`src/rtl/timer_arbiter.sv`:
```
// Round-robin arbiter that lends one shared up-counter to NREQ requesters.
// Each winner holds gnt while q runs 0..len, then gets a one-cycle done pulse.
module timer_arbiter #(
  parameter int NREQ = 4,
  parameter int CW   = 4
) (
  input  logic             clk,
  input  logic             reset,
  input  logic [NREQ-1:0]  req,
  input  logic [NREQ*CW-1:0] len,
  output logic [NREQ-1:0]  gnt,
  output logic [NREQ-1:0]  done,
  output logic             busy,
  output logic [CW-1:0]    q
);

  localparam int IW = (NREQ > 2) ? $clog2(NREQ) : 1;

  typedef enum logic [1:0] {
    S_IDLE,
    S_RUN,
    S_DONE
  } state_t;

  state_t          state, state_n;
  logic [IW-1:0]   ptr, ptr_n;
  logic [IW-1:0]   win, win_n;
  logic [CW-1:0]   len_r, len_n;
  logic [NREQ-1:0] gnt_n, done_n;
  logic [CW-1:0]   q_n;

  logic [CW-1:0]   len_a [NREQ];
  logic            found;
  logic [IW-1:0]   pick;
  logic [IW-1:0]   pnext;
  int              idx;

  for (genvar i = 0; i < NREQ; i++) begin : g_len
    assign len_a[i] = len[i*CW +: CW];
  end

  // Scan offsets from high to low so the nearest request past ptr wins.
  always_comb begin
    found = 1'b0;
    pick  = '0;
    idx   = 0;
    for (int k = NREQ - 1; k >= 0; k--) begin
      idx = int'(ptr) + k;
      if (idx >= NREQ)
        idx = idx - NREQ;
      if (req[IW'(idx)]) begin
        found = 1'b1;
        pick  = IW'(idx);
      end
    end
    pnext = (pick == IW'(NREQ - 1)) ? '0 : pick + 1'b1;
  end

  always_comb begin
    state_n = state;
    ptr_n   = ptr;
    win_n   = win;
    len_n   = len_r;
    gnt_n   = gnt;
    done_n  = '0;
    q_n     = q;
    unique case (state)
      S_IDLE: begin
        gnt_n = '0;
        q_n   = '0;
        if (found) begin
          state_n     = S_RUN;
          gnt_n[pick] = 1'b1;
          win_n       = pick;
          len_n       = len_a[pick];
          ptr_n       = pnext;
        end
      end
      S_RUN: begin
        // Abort outranks terminal count.
        if (!req[win]) begin
          state_n = S_IDLE;
          gnt_n   = '0;
          q_n     = '0;
        end else if (q == len_r) begin
          state_n     = S_DONE;
          gnt_n       = '0;
          done_n[win] = 1'b1;
          q_n         = '0;
        end else begin
          q_n = q + 1'b1;
        end
      end
      S_DONE: begin
        state_n = S_IDLE;
        gnt_n   = '0;
        q_n     = '0;
      end
      default: begin
        state_n = S_IDLE;
        gnt_n   = '0;
        q_n     = '0;
      end
    endcase
  end

  always_ff @(posedge clk) begin
    if (reset) begin
      state <= S_IDLE;
      ptr   <= '0;
      win   <= '0;
      len_r <= '0;
      gnt   <= '0;
      done  <= '0;
      q     <= '0;
    end else begin
      state <= state_n;
      ptr   <= ptr_n;
      win   <= win_n;
      len_r <= len_n;
      gnt   <= gnt_n;
      done  <= done_n;
      q     <= q_n;
    end
  end

  assign busy = (state != S_IDLE);

endmodule
```
`config.mk`:
```
export PLATFORM = sky130hd
export DESIGN_NAME = timer_arbiter
export DESIGN_NICKNAME = d
export VERILOG_FILES = /design/src/rtl/timer_arbiter.sv
export SDC_FILE = /design/constraint.sdc
export NUM_CORES = 1
export LEC_CHECK = 0
export ABC_AREA = 1
export CAP_MARGIN = 20
export CORE_AREA = 2 2 56 58
export DETAILED_ROUTE_END_ITERATION = 8
export DIE_AREA = 0 0 58 60
export PLACE_DENSITY_LB_ADDON = 0.3
export REMOVE_ABC_BUFFERS = 1
export SLEW_MARGIN = 10
export SYNTH_ARGS = -nofsm -noshare
export SYNTH_HDL_FRONTEND = slang
export SYNTH_SLANG_ARGS = --single-unit
```
`constraint.sdc`:
```
create_clock -name clk -period 2.04 [get_ports clk]
set_input_delay 0.204 -clock clk [delete_from_list [all_inputs] [get_ports clk]]
set_output_delay 0.204 -clock clk [all_outputs]
set_load 0.005 [all_outputs]
```
==> summary.md <==
| Metric | Value |
|---|---|
| GRT Residual Overflow | 0 |
| CP top delay family | simple AND/OR/NAND/NOR gates |
| Avg Inst Size Synth | approximately 6.7 um^2 |
| Max-slew headroom | 0.733 |
| R2R setup slack | 0.20 ns |
| Worst setup SP type | flop |
| Reg-to-reg critical path startpoint | ptr[0]$_SDFFE_PP0P_ |
| Ratio of cells with drive above 1 in the final layout | 0.154 |
| Cts bufs inserted | 3 |
| Final ANT Viol Nets | 0 |
| WP data arrival | slightly above 2 ns |
| Final cycle utilization of the critical path | 0.900 |
| Crit path cell chain | nand2_1, nand2_2, nand2_1, nand2_2, nor2_4, nor2_2, nand2_4, nand2_4, buf_4, nand2_1, nand3_1, nand3_1, nand2_1, inv_1 |
| Slowest-stage cell, CP | dfxtp_1 |
| Remaining DRCs | 0 |
| Worst Hold Path Cells | 2 |
| Post_cts resized | 0 |
| Final core occ | 0.610 |
| Max cap viols | 0 |
| Post-synth cell types | 26 |
| CTS tree | built |
| Max Slew Vio Count | 0 |
| CP dominant cell by count | nand2_1 |
| Routed wire per std cell | 9.76 um |
| Core Rows | 20 |
| Beginning of the worst hold path | gnt[3]$_SDFFE_PP0P_ |
| Mapped Area | 1350 um^2 |
| RSZ-0062 raised after global routing | no |
| Port Buffers | 34 |
| DRT Pass-1 Iters | 5 |
| Final-report setup violation count | 0 |
| CP endpoint kind | flop |
| Hold WC Path Type | flop to flop |
| Worst Tran Pin Value | 0.399 ns |
| Min Tclk post-route | ~1.8 ns |
| CTS max path bufs | 2 |
| Final WL | 2.67 mm |
| Pwr per Cell Area | about 1300 nW/um^2 |
| Hold EP | gnt[3]$_SDFFE_PP0P_ |
| Number of diodes | 0 |
| Post-CTS Setup Inserts | 0 |
| Initial core utilization | 0.464 |
| Die footprint | 3480 um^2 |
| Detailed placement HPWL | between 2 and 2.5 mm |
| Clk_skew | 0.00487 ns |
| Fill count | around 280 |
| Highest clock rate | roughly 540 MHz |
| Synth Instances | 200 |
| Hold_buf cts | 0 |
| Post-synthesis sequential area ratio | 0.327 |
| Sinks on Clock Net | 22 |
| DR vias/cell | approximately 4.8 |
| CP Data Required Time | 2.25 ns |
| GRT Total Usage | 0.175 |
| Largest net degree at the start of global routing | 13 |
| Crit Reg-Reg Endpoint | len_r[3]$_SDFFE_PP0P_ |
| Core footprint | 2900 um^2 |
| Crit Path Max Fanout | 8 |
| Vias in the first global route | 1,104 |
| Clock latency on the worst-skew pair | approximately 0.30 ns |
| Worst r2r path cells | 14 |
| First-pass GRT wire length | approximately 4.7 mm |
| H-tree depth | 1 |
| Setup CP Type | flop to flop |
| Die W | slightly below 60 um |
| DR iter-0 viols | 39 |
| Most frequent cells in the layout | nand2_1, inv_1, clkdlybuf4s50_1, nand3_1, nor2_1 |
| Clock transition at path regs | between 0.1 and 0.15 ns |
| WP buf/inv | 2 |
| Peak supply drop | ~800 uV |
| Setup TNS | 0 ns |
| Area delta synth->final | 31.6% |
| Ys Warns | 0 |
| Synthesized flop and latch total | 22 |
| Commonest non-fill, non-tap cell in the layout | nand2_1 |
| I/O Pins | 35 |
| Status | completed |
| Routed vias | around 1,300 |
| Clk root buf | clkbuf_4 |
| Leak | between 0.0009 and 0.001 uW |
| Final hold violations | 0 |
| Chip height | 60 um |
| Nets | 267 |
| Gpl congestion | 0.802 |
| Initial antenna violation count | 0 |
| Slowest stage delay, CP | 0.58 ns |
cells in the mapped netlist, drive strengths merged:
master | count | share of area
a211oi | 3 | 0.020
inv | 40 | 0.12
nor3 | 5 | 0.019
nand2 | 54 | 0.19
buf | 4 | 0.029
xnor2 | 1 | 0.0065
a22oi | 2 | 0.011
a31oi | 1 | 0.0046
nand3 | 25 | 0.097
nor2 | 28 | 0.091
dfxtp | 22 | 0.33
a21oi | 5 | 0.019
o21ai | 2 | 0.016
xor2 | 5 | 0.033
o22ai | 1 | 0.0046
ha | 2 | 0.019
report_power, final:
part	switching [uW]	internal, uW
registers	112	542
clock network	120	68.9
logic	849	630
registers in the layout, indices dropped and copies added, names as in the netlist:
name and cells:
state 2, len_r 4, ptr 2, done 4, gnt 4, win 2, q 4
final cells by class:
type	instances	area, um^2	share of cell area
Clock buffer	3	22.5	0.0127
Sequential cell	22	440	0.249
Tap cell	33	41.3	0.0233
Multi-Input combinational cell	134	712	0.402
Inverter	40	155	0.0876
Timing Repair Buffer	42	400	0.226
worst min-delay path, cell delays in order, from the launching register on:
cell     delay, ns
dfxtp_1       0.33
nand2_1       0.06
a21oi_1       0.05
per-stage QoR:
stage                     area [um^2]  total power (uW)  instances  hold WS (ns)  setup slack, ns
after floorplan                  1310              1670        196         0.273            0.227
after global placement           1750              2120        271         0.469           0.0908
after detailed placement         1750              2140        271         0.468           0.0665
after CTS                        1770              2340        274         0.486            0.204
after global routing             1770              2560        274         0.514           0.0102
final                            1770              2320        274         0.480            0.204
per-layer routing:
metal / share of wire / routed length [um] / track usage
met5: 0 / 0 / 0
met4: 0.014 / 38 / 0.0797
met3: 0.043 / 115 / 0.0195
met2: 0.44 / 1180 / 0.265
met1: 0.50 / 1340 / 0.250
worst max-delay path by stage:
stage | startpoint | endpoint | slack, ns | cells after the start
3_3_place_gp | req[3] | ptr[1]$_SDFFE_PP0P_ | 0.09 | 13
2_1_floorplan | ptr[0]$_SDFFE_PP0P_ | ptr[1]$_SDFFE_PP0P_ | 0.23 | 11
6_report | ptr[0]$_SDFFE_PP0P_ | len_r[3]$_SDFFE_PP0P_ | 0.20 | 14
5_1_grt | ptr[0]$_SDFFE_PP0P_ | len_r[1]$_SDFFE_PP0P_ | 0.01 | 14
4_1_cts | ptr[0]$_SDFFE_PP0P_ | len_r[2]$_SDFFE_PP0P_ | 0.20 | 14
3_5_place_dp | req[3] | ptr[1]$_SDFFE_PP0P_ | 0.07 | 13
cell families after synthesis:
family / after synthesis / share of synthesized area
AND/OR/NAND/NOR: 112 / 0.396
buffers and inverters: 44 / 0.144
flip-flops: 22 / 0.327
AO/OA/AOI/OAI: 14 / 0.0753
XOR/XNOR: 6 / 0.0390
adder cells (fa/ha/maj): 2 / 0.0186
(Power assumes the default switching activity.)
